==> config.mk <==
export PLATFORM = sky130hd
export DESIGN_NAME = uart_rx_sampler
export DESIGN_NICKNAME = d
export VERILOG_FILES = /design/src/rtl/uart_rx_sampler_pkg.sv /design/src/rtl/uart_baud_tick.sv /design/src/rtl/uart_rx_sampler.sv
export SDC_FILE = /design/constraint.sdc
export NUM_CORES = 1
export LEC_CHECK = 0
export ABC_AREA = 1
export ABC_CLOCK_PERIOD_IN_PS = 1900
export BUFFER_PORTS_ARGS = -buffer_cell sky130_fd_sc_hd__buf_4
export CAP_MARGIN = 10
export CORE_AREA = 3 3 70 72
export DETAILED_ROUTE_END_ITERATION = 8
export DIE_AREA = 0 0 73 75
export SYNTH_ARGS = -nofsm -noshare
export SYNTH_HDL_FRONTEND = slang
export SYNTH_SLANG_ARGS = --single-unit
==> constraint.sdc <==
create_clock -name clk -period 1.9 [get_ports clk]
set_input_delay 0.38 -clock clk [delete_from_list [all_inputs] [get_ports clk]]
set_output_delay 0.38 -clock clk [all_outputs]
set_load 0.1 [all_outputs]
==> src/rtl/uart_rx_sampler_pkg.sv <==
// -----------------------------------------------------------------------------
// uart_pkg
// Shared definitions for the UART receive sampler:
//   - receiver state enumeration
//   - oversampling constants (16 ticks per bit, centre sample at tick 8)
//   - data width of one character
//   - 3-input majority helper used for the bit decision
// -----------------------------------------------------------------------------
package uart_pkg;

    typedef enum logic [1:0] {
        ST_IDLE  = 2'd0,
        ST_START = 2'd1,
        ST_DATA  = 2'd2,
        ST_STOP  = 2'd3
    } uart_state_e;

    localparam int OVERSAMPLE = 16;
    localparam int SAMPLE_MID = 8;
    localparam int DATA_BITS  = 8;

    // Sample points around the bit centre and the last tick of a bit period.
    localparam logic [3:0] SAMPLE_FIRST = 4'(SAMPLE_MID - 1);
    localparam logic [3:0] SAMPLE_CTR   = 4'(SAMPLE_MID);
    localparam logic [3:0] SAMPLE_LAST  = 4'(SAMPLE_MID + 1);
    localparam logic [3:0] SAMPLE_END   = 4'(OVERSAMPLE - 1);
    localparam logic [2:0] BIT_LAST     = 3'(DATA_BITS - 1);

    // Majority of three samples: filters a single noisy sample near mid-bit.
    function automatic logic maj3(input logic a, input logic b, input logic c);
        return (a & b) | (a & c) | (b & c);
    endfunction

endpackage

==> src/rtl/uart_baud_tick.sv <==
// -----------------------------------------------------------------------------
// uart_baud_tick
// Free-running divider producing the oversample tick.
// The counter runs 0..CLK_DIV-1; tick is high for exactly the cycle in which
// the counter holds CLK_DIV-1. tick is registered: it is computed from the
// counter's next value so it stays aligned with the counter itself.
//
// Ports:
//   clk    in   system clock
//   reset  in   synchronous, active-high reset (counter to 0, tick low)
//   tick   out  one-cycle oversample strobe, period CLK_DIV clocks
// -----------------------------------------------------------------------------
module uart_baud_tick #(
    parameter int CLK_DIV = 4
) (
    input  logic clk,
    input  logic reset,
    output logic tick
);

    localparam int CW = (CLK_DIV > 2) ? $clog2(CLK_DIV) : 1;
    localparam logic [CW-1:0] CNT_LAST = CW'(CLK_DIV - 1);

    logic [CW-1:0] r_count;
    logic [CW-1:0] w_count_next;
    logic          r_tick;

    // Next divider value: wrap to zero after the terminal count.
    always_comb begin
        w_count_next = r_count;
        if (r_count == CNT_LAST) begin
            w_count_next = '0;
        end else begin
            w_count_next = r_count + CW'(1);
        end
    end

    // Divider counter and registered tick.
    always_ff @(posedge clk) begin
        if (reset) begin
            r_count <= '0;
            r_tick  <= 1'b0;
        end else begin
            r_count <= w_count_next;
            r_tick  <= (w_count_next == CNT_LAST);
        end
    end

    assign tick = r_tick;

endmodule

==> src/rtl/uart_rx_sampler.sv <==
// -----------------------------------------------------------------------------
// uart_rx_sampler
// 8N1 UART receiver with 16x oversampling and majority-of-three bit decision.
// The line is synchronised through two flops, sampled on oversample ticks, and
// each bit is decided from the samples at tick 7, 8 and 9 of the bit period.
// The completed byte is presented with a valid/ready handshake; a byte that
// completes while the previous one is still unaccepted is dropped and
// reported with a one-cycle overrun pulse.
//
// Ports:
//   clk        in   system clock, rising edge
//   reset      in   synchronous, active-high reset
//   rx_in      in   asynchronous serial line, idles high
//   rx_data    out  received byte (LSB first on the line)
//   rx_valid   out  rx_data/frame_err valid, held until accepted
//   rx_ready   in   consumer accepts when rx_valid && rx_ready
//   frame_err  out  stop bit of the byte in rx_data was sampled 0
//   overrun    out  one-cycle pulse: a completed byte was discarded
//   busy       out  receiver is inside a frame (state != IDLE)
// -----------------------------------------------------------------------------
module uart_rx_sampler
    import uart_pkg::*;
#(
    parameter int CLK_DIV = 4
) (
    input  logic       clk,
    input  logic       reset,
    input  logic       rx_in,
    output logic [7:0] rx_data,
    output logic       rx_valid,
    input  logic       rx_ready,
    output logic       frame_err,
    output logic       overrun,
    output logic       busy
);

    // Line synchroniser
    logic        r_sync1;
    logic        r_rx_s;

    // Receiver state and counters
    uart_state_e r_state;
    uart_state_e w_state_next;
    logic [3:0]  r_sample_cnt;
    logic [2:0]  r_bit_idx;
    logic [7:0]  r_shift;
    logic        r_s7;
    logic        r_s8;

    // Output registers
    logic [7:0]  r_rx_data;
    logic        r_rx_valid;
    logic        r_frame_err;
    logic        r_overrun;
    logic        r_busy;

    // Decoded strobes
    logic        w_tick;
    logic        w_dec_tick;
    logic        w_bit_end;
    logic        w_decision;
    logic        w_frame_done;

    uart_baud_tick #(
        .CLK_DIV (CLK_DIV)
    ) u_baud_tick (
        .clk   (clk),
        .reset (reset),
        .tick  (w_tick)
    );

    // Two-flop synchroniser; resets to the idle (high) line level.
    always_ff @(posedge clk) begin
        if (reset) begin
            r_sync1 <= 1'b1;
            r_rx_s  <= 1'b1;
        end else begin
            r_sync1 <= rx_in;
            r_rx_s  <= r_sync1;
        end
    end

    // State register.
    always_ff @(posedge clk) begin
        if (reset) begin
            r_state <= ST_IDLE;
        end else begin
            r_state <= w_state_next;
        end
    end

    // Next-state logic and frame strobes.
    always_comb begin
        w_state_next = r_state;
        w_frame_done = 1'b0;
        w_dec_tick   = w_tick && (r_sample_cnt == SAMPLE_LAST);
        w_bit_end    = w_tick && (r_sample_cnt == SAMPLE_END);
        // Third sample is the live one on the decision tick.
        w_decision   = maj3(r_s7, r_s8, r_rx_s);
        case (r_state)
            ST_IDLE: begin
                if (w_tick && !r_rx_s) begin
                    w_state_next = ST_START;
                end else begin
                    w_state_next = ST_IDLE;
                end
            end
            ST_START: begin
                // A start bit that reads high at mid-bit was a glitch.
                if (w_dec_tick && w_decision) begin
                    w_state_next = ST_IDLE;
                end else if (w_bit_end) begin
                    w_state_next = ST_DATA;
                end else begin
                    w_state_next = ST_START;
                end
            end
            ST_DATA: begin
                if (w_bit_end && (r_bit_idx == BIT_LAST)) begin
                    w_state_next = ST_STOP;
                end else begin
                    w_state_next = ST_DATA;
                end
            end
            ST_STOP: begin
                // Leave at mid stop bit so the next start edge is never missed.
                if (w_dec_tick) begin
                    w_state_next = ST_IDLE;
                    w_frame_done = 1'b1;
                end else begin
                    w_state_next = ST_STOP;
                end
            end
            default: begin
                w_state_next = ST_IDLE;
            end
        endcase
    end

    // Oversample counter and mid-bit sample capture.
    always_ff @(posedge clk) begin
        if (reset) begin
            r_sample_cnt <= 4'd0;
            r_s7         <= 1'b1;
            r_s8         <= 1'b1;
        end else begin
            // Held at zero in IDLE so the start detect tick is sample 0.
            if ((r_state == ST_IDLE) || (w_state_next == ST_IDLE)) begin
                r_sample_cnt <= 4'd0;
            end else if (w_tick) begin
                r_sample_cnt <= r_sample_cnt + 4'd1;
            end else begin
                r_sample_cnt <= r_sample_cnt;
            end
            if (w_tick && (r_sample_cnt == SAMPLE_FIRST)) begin
                r_s7 <= r_rx_s;
            end else begin
                r_s7 <= r_s7;
            end
            if (w_tick && (r_sample_cnt == SAMPLE_CTR)) begin
                r_s8 <= r_rx_s;
            end else begin
                r_s8 <= r_s8;
            end
        end
    end

    // Bit index and data shift register.
    always_ff @(posedge clk) begin
        if (reset) begin
            r_bit_idx <= 3'd0;
            r_shift   <= 8'd0;
        end else begin
            if (r_state == ST_START) begin
                r_bit_idx <= 3'd0;
            end else if ((r_state == ST_DATA) && w_bit_end) begin
                r_bit_idx <= r_bit_idx + 3'd1;
            end else begin
                r_bit_idx <= r_bit_idx;
            end
            if ((r_state == ST_DATA) && w_dec_tick) begin
                r_shift[r_bit_idx] <= w_decision;
            end else begin
                r_shift <= r_shift;
            end
        end
    end

    // Output handshake, overrun pulse and busy flag.
    always_ff @(posedge clk) begin
        if (reset) begin
            r_rx_data   <= 8'd0;
            r_rx_valid  <= 1'b0;
            r_frame_err <= 1'b0;
            r_overrun   <= 1'b0;
            r_busy      <= 1'b0;
        end else begin
            r_overrun <= 1'b0;
            r_busy    <= (w_state_next != ST_IDLE);
            if (w_frame_done) begin
                // Slot is free if empty or being drained on this very edge.
                if (!r_rx_valid || rx_ready) begin
                    r_rx_data   <= r_shift;
                    r_frame_err <= ~w_decision;
                    r_rx_valid  <= 1'b1;
                end else begin
                    r_overrun   <= 1'b1;
                end
            end else if (r_rx_valid && rx_ready) begin
                r_rx_valid <= 1'b0;
            end else begin
                r_rx_valid <= r_rx_valid;
            end
        end
    end

    assign rx_data   = r_rx_data;
    assign rx_valid  = r_rx_valid;
    assign frame_err = r_frame_err;
    assign overrun   = r_overrun;
    assign busy      = r_busy;

endmodule
==> results of run 1 <==
## how the worst min path moves through the flow
stage                  from       to
floorplan           r_sync1   r_rx_s
global placement    r_sync1   r_rx_s
detailed placement  r_sync1   r_rx_s
CTS                   rx_in  r_sync1
global route          rx_in  r_sync1
finish                rx_in  r_sync1
## power by group through the flow
stage | Clock (mW) | Combinational (mW) | Sequential [mW]
after floorplan | 0 | 0.0295 | 0.788
after global placement | 0 | 0.0414 | 0.788
final | 0.646 | 0.0416 | 0.771
after CTS | 0.671 | 0.0423 | 0.770
after global routing | 0.698 | 0.0490 | 0.771
after detailed placement | 0 | 0.0420 | 0.788
## metrics by stage
step           total power, mW  cell area [µm²]  utilization  setup slack, ns  hold WS [ns]
6_report                  1.46             1790        0.412            0.358         0.280
5_1_grt                   1.52             1790        0.412            0.179         0.276
4_1_cts                   1.48             1790        0.412            0.340         0.270
3_5_place_dp             0.830             1690        0.387            0.344         0.398
3_3_place_gp             0.830             1690        0.387            0.389         0.391
2_1_floorplan            0.818             1520            -            0.233         0.389
## registers in the layout, summed over array words and instances, names as in the netlist
register             flops
r_bit_idx                3
r_s8                     1
rx_data                  8
r_sync1                  1
overrun                  1
r_sample_cnt             4
rx_valid                 1
r_s7                     1
r_rx_s                   1
frame_err                1
r_state                  2
u_baud_tick.r_count      2
busy                     1
u_baud_tick.tick         1
r_shift                  8
## worst register-to-register path: stages (launching register included)
cell	delay, ns
dfxtp_1	0.31
inv_1	0.10
ha_1	0.15
nand4_1	0.15
inv_1	0.14
nand3_2	0.26
o21ai_0	0.27
a21oi_1	0.06
## layout make-up
type / count / area, µm² / share of cell area
Clock buffer: 6 / 72.6 / 0.0405
Clock inverter: 2 / 35.0 / 0.0195
Tap cell: 52 / 65.1 / 0.0363
Sequential cell: 36 / 721 / 0.402
Inverter: 33 / 124 / 0.0691
Timing Repair Buffer: 16 / 120 / 0.0670
Multi-Input combinational cell: 124 / 656 / 0.366
## synth_stat cells, types with 2 or more instances
cell type	instances	area [µm²]
nand2_1	24	90.1
inv_1	33	124
or2_2	2	12.5
nand2_2	5	31.3
o21ai_0	20	100
nand3_1	6	30.0
nor3_1	5	25.0
nor2_2	3	18.8
dfxtp_1	36	721
a21oi_1	21	105
ha_1	7	87.6
xor2_1	2	17.5
nor2_1	22	82.6
clkbuf_1	2	7.51
## kinds of logic after synthesis
| kind of cell | Yosys count |
|---|---|
| compound gates | 45 |
| fa+ha+maj | 7 |
| flops | 36 |
| simple gates | 70 |
| buf+inv | 37 |
| xor+xnor | 2 |
## routing by layer
layer,track usage,wire length [µm],up-vias
met5,0,0,-
met4,0.0492,40,0
met3,0.0334,132,5
met2,0.135,965,19
met1,0.142,1360,491
li1,-,-,660
==> impl_results.md, run 1 <==
* Status: complete, no violations
* Number of port buffers at 15
* Synth Warn # at 0
* Post-CTS setup buffer count at 0
* Final hold vios at 0
* Hold path depth at 2
* Row count at 24
* Max-slew violations at 0
* GPL Wtd Cong at 0.782
* CTS root buf: clkbuf_8
* Final Non-Filler Cells at 269
* Critical path's most frequent cell: inv_1
* Crit Reg-Reg Startpoint: r_sample_cnt[1]
* P&R area growth vs syn at 17.9%
* Seq cells post-synth at 36
* WP depth at 7
* Die Wd at 73 µm
* Remaining antenna violation count at 0
* TritonCTS clock tree: built
* Clock network fraction of design power at 0.443
* WP data required at 2.07 ns
* Count of cell types in the netlist at 23
* Core box area at 0.00435 mm²
* Post-synthesis sequential area ratio at 0.474
* Critical Path End Type: flip-flop
* Min cycle time layout at 1.54 ns
* Worst slew margin at 0.801
* Internal power at 1.17 mW
* WP data arrival at 1.71 ns
* Cts repair resizes at 0
* Simple-Gate Fraction of Synth Area at 0.209
* Final number of setup-violating endpoints at 0
* WP buf/inv at 2
* Initial Utilization at 0.349
* Number of nets in the layout at 227
* Htree depth at 2
* RR Endpoint: frame_err
* WS Path Type: flip-flop to flip-flop
* R2R depth at 7
* Adder-Cell Fraction of Synth Area at 0.0576
* Peak Freq at 648 MHz
* Worst Max-Slew Pin Slew at 0.299 ns
* Clock buffer count from CTS at 5
* DR vias at 1,175
* DP Cell Count at 261
* NetSw at 289 µW
* Fillcell total at 450
* Critical path cell sequence: inv_1 -> ha_1 -> nand4_1 -> inv_1 -> nand3_2 -> o21ai_0 -> a21oi_1
* Router iterations before antenna repair at 4
* GRT overflow at 0
* Async SR Flop Fraction at 0
* Critical-path maximum fanout at 18
* Longest Clk Path Bufs at 2
* Most common cell after layout, fill and taps aside: dfxtp_1
* Max Cap Viol at 0
* Initial antenna violation count at 0
* Post-CTS Hold Fix Bufs at 0
* Sw Ratio at 0.198
* Main combinational cell family by area after synthesis: simple AND/OR/NAND/NOR gates
* Clock Pin Slew Worst Setup and Hold Paths at 0.07 ns
* Cell Area, Synth at 0.00152 mm²
* Combinational power share at 0.029
* Max incr delay on CP at 0.31 ns
* Sequential group share of total power at 0.528
* CP endpoint: frame_err
* Largest net degree at the start of global routing at 19
* Most frequent cells in the layout: dfxtp_1, inv_1, nand2_1
* Clock latency on the worst-skew pair at 0.28 ns
* Syn avg cell area at 7.72 µm²
* Die area at 0.00548 mm²
* GR Util All Layers at 0.100
* Cells after Synth at 197
* Die H at 75 µm
* Xor/xnor cell area share of the yosys netlist at 0.0115
* Primary FF master, synth: dfxtp_1
* Global-route wire length before repair at 4.22 mm
* Final Cycle Share at 0.812
* Complex-gate fraction of the synthesized area at 0.153
* Clk sinks at 36
* Min-Delay Path Class: input pin to flip-flop
* # IOs at 16
* Layout cell share with drive strength beyond 1 at 0.166
* Syn nets at 208
* Initial DRC Count at 50
* Total wire length at 2.49 mm
* Worst Setup SP: r_sample_cnt[1]
* Drt wl/cell at 9.27 µm
* P per Cell Area at 813 mW/mm²
* Post-synth EDFFs at 0
* Setup TNS at 0 ns
* Mux contribution to synthesized area at 0
* Diodes inserted at 0
* RSZ-0062 raised after global routing: no
* Startpoint Class: flip-flop
* Flop2flop setup slack at 0.36 ns
* Post-DP HPWL at 1.83 mm
* Leak Pwr at 0.773 nW
* Peak supply drop at 0.000348 V
* Clock skew at 0.00762 ns
* Vias in the first global route at 978
* Crit path max-delay cell type: dfxtp_1
* CP delay by family, top: simple AND/OR/NAND/NOR gates
* Drt drc at 0
* DR vias/cell at 4.37
No activity file was read; power rests on OpenSTA's default activity.
==> inputs of run 2 (changes only) <==
ABC_AREA = 0   (was 1)
ABC_CLOCK_PERIOD_IN_PS = 1300   (was 1900)
CORE_AREA = 3 3 74 76   (was 3 3 70 72)
DIE_AREA = 0 0 77 79   (was 0 0 73 75)
clock period = 1.3 ns   (was 1.9 ns; I/O delays follow)
==> impl_results.md, run 2 <==
* Primary FF master, synth: dfxtp_1
* Post-synthesis sequential area ratio at 0.431 (-0.0433)
* Max-slew violations at 0 (unchanged)
* Die area at 0.00608 mm² (+11%)
* DR vias/cell at 4.71 (+7.7%)
* Drt wl/cell at 12.7 µm (+37%)
* Syn nets at 178 (-14%)
* Post-synth top area cell: dfxtp_1
* CTS root buf: clkbuf_8
* Cells after Synth at 167 (-15%)
* Clock skew at 0.00995 ns (+0.00233 ns)
* Min cycle time layout at 1.62 ns (+0.0729 ns)
* GRT overflow at 0 (unchanged)
* Most frequent cells in the layout: buf_4, dfxtp_1, mux2i_1
* Clock Pin Slew Worst Setup and Hold Paths at 0.07 ns (about the same)
* Peak supply drop at 0.000588 V (+69%)
* RSZ-0062 raised after global routing: yes
* Fillcell total at 446 (-0.89%)
* Drt drc at 0 (unchanged)
* Status: finished, violations left
* Layout cell share with drive strength beyond 1 at 0.457 (+0.291)
* Reg area at 732 µm² (+1.6%)
* GPL Wtd Cong at 0.813 (+4.0%)
* Row count at 25 (+4.2%)
* WP data required at 1.51 ns (-0.56 ns)
* Synth top area share at 0.431 (-0.0433)
* Initial Utilization at 0.350 (+0.000404)
* # IOs at 16 (unchanged)
* Most common cell after layout, fill and taps aside: buf_4
* Clk sinks at 36 (unchanged)
* Vias in the first global route at 1,262 (+29%)
* Max incr delay on CP at 0.37 ns (+0.06 ns)
* Router iterations before antenna repair at 4 (unchanged)
* P per Cell Area at 970 mW/mm² (+19%)
* Remaining antenna violation count at 0 (unchanged)
* Initial DRC Count at 87 (+74%)
* Diodes inserted at 0 (unchanged)
* Count of cell types in the netlist at 44 (+91%)
* Critical path cell sequence: ha_2 -> and4_2 -> a211oi_4 -> a211oi_4 -> buf_6 -> a211oi_2
* Die Wd at 77 µm (+5.5%)
* Crit path max-delay cell type: dfxtp_4
* Initial antenna violation count at 0 (unchanged)
* Min-Delay Path Class: input pin to flip-flop
* Critical path's most frequent cell: a211oi_4
* WP data arrival at 1.83 ns (+0.12 ns)
* Core box area at 0.00479 mm² (+9.9%)
* Largest net degree at the start of global routing at 16 (-3)
* Clock latency on the worst-skew pair at 0.29 ns (about the same)
* Seq cells post-synth at 36 (unchanged)
* Worst slew margin at 0.773 (-0.0272)
* Number of port buffers at 15 (unchanged)
* Leak Pwr at 0.897 nW (+16%)
* Most common cell in the netlist: dfxtp_1
* Synth Warn # at 0 (unchanged)
* P&R area growth vs syn at 39.5%
* Final hold vios at 0 (unchanged)
* Most instantiated cells after synthesis: dfxtp_1, mux2i_1, nor2_1
* Syn avg cell area at 10.0 µm² (+30%)
* Peak Freq at 619 MHz (-4.5%)
* Combined area of the multi-input logic cells at 0.00102 mm² (+55%)
* Global-route wire length before repair at 5.58 mm (+32%)
* Cell Area, Synth at 0.00167 mm² (+10%)
* Total wire length at 3.48 mm (+40%)
* TritonCTS clock tree: built
* WHS at 0.161 ns (-0.119 ns)
* Async SR Flop Fraction at 0 (unchanged)
* Number of nets in the layout at 218 (-4.0%)
* Worst Max-Slew Pin Slew at 0.337 ns (+0.0386 ns)
* Post-CTS Hold Fix Bufs at 0 (unchanged)
* Startpoint Class: flip-flop
* Max Cap Viol at 0 (unchanged)
* Post-synth EDFFs at 0 (unchanged)
* Failing checks: negative setup slack
* Setup TNS at -6.01 ns (-6.01 ns)
* Area contributors post-synth: dfxtp_1, mux2i_1, ha_1, nor2_1, nand2b_1
* Critical-path maximum fanout at 6 (-12)
* Critical Path End Type: flip-flop
* GR Util All Layers at 0.115 (+0.0150)
* DR vias at 1,294 (+10%)
* Htree depth at 2 (unchanged)
* Longest Clk Path Bufs at 2 (unchanged)
* Die H at 79 µm (+5.3%)
* Post-DP HPWL at 2.23 mm (+22%)
* Clock buffer count from CTS at 5 (unchanged)
* Setup ws final at -0.315 ns (-0.673 ns)
* WS Path Type: flip-flop to flip-flop
* Final Cycle Share at 1.24 (+0.431)
* Final number of setup-violating endpoints at 29 (+29)
run 2: cell count changes after synthesis, sizes merged, moves of 4 or more:
cell,before,now
a211oi,0,7
nand2b,0,8
nand2,29,7
o21ai,22,2
inv,33,9
nand3,7,2
a21oi,21,3
mux2i,0,16
nor2,26,16
buf,2,6
run 2: power by group:
group | leakage (nW) | internal [mW] | total [mW] | switching, mW
logic | 0.539 | 0.0371 | 0.0764 | 0.0392
clock network | 0.0645 | 0.677 | 1.07 | 0.390
registers | 0.294 | 1.11 | 1.12 | 0.00962
total | 0.897 | 1.82 | 2.26 | 0.439
run 2: final timing paths:
check / startpoint / endpoint / slack, ns / cells after the start
worst max register to register: r_sample_cnt[0] / r_sample_cnt[2] / -0.32 / 6
worst min-delay path: rx_in / r_sync1 / 0.16 / 2
worst min register to register: r_sync1 / r_rx_s / 0.42 / 1
worst max-delay path: r_sample_cnt[0] / r_sample_cnt[2] / -0.32 / 6
run 2: logic make-up after synthesis:
kind of cell	after synthesis	synth area share
muxes	16	0.0957
AOI/OAI and AO/OA	23	0.105
DFF	36	0.431
buffers and inverters	20	0.0666
xor gates and xnor gates	3	0.0157
and+or+nand+nor	61	0.228
adders and majority gates	8	0.0583
run 2: area by class of cell:
class	count	share of cell area
clock buffer	7	0.0413
clock inverter	1	0.0129
inverter	9	0.0145
multi-input combinational	112	0.435
sequential	36	0.314
tap	67	0.0359
timing repair buffer	43	0.146
run 2: stage by stage:
stage | worst slack, ns | utilization | power (mW) | area (µm²) | instances
after floorplan | -0.184 | - | 1.19 | 1700 | 167
after global placement | -0.281 | 0.418 | 1.22 | 2000 | 263
after detailed placement | -0.313 | 0.418 | 1.22 | 2000 | 263
after CTS | -0.270 | 0.456 | 2.29 | 2180 | 274
after global routing | -0.374 | 0.488 | 2.35 | 2330 | 275
final | -0.315 | 0.488 | 2.26 | 2330 | 275
run 2: critical path, delay by kind of cell (launching register included):
| kind | cells | cell delay [ns] |
|---|---|---|
| flip-flops | 1 | 0.37 |
| AND/OR/NAND/NOR | 1 | 0.26 |
| adder cells (fa/ha/maj) | 1 | 0.20 |
| AO/OA/AOI/OAI | 3 | 0.55 |
| buffers and inverters | 1 | 0.15 |
run 2: repair_timing:
action,4_1_cts,5_1_grt
setup endpoints to repair,28,30
endpoints found under the hold margin,0,0
pin swaps,9,11
resized for setup,10,32
cloned,0,1
setup buffers,4,3
run 2: layer usage:
layer / up-vias / track usage / part of all wire
met1: 607 / 0.147 / 0.48
li1: 659 / - / -
met2: 19 / 0.178 / 0.47
met5: - / 0 / 0
met4: 0 / 0.0605 / 0.022
met3: 9 / 0.0329 / 0.033
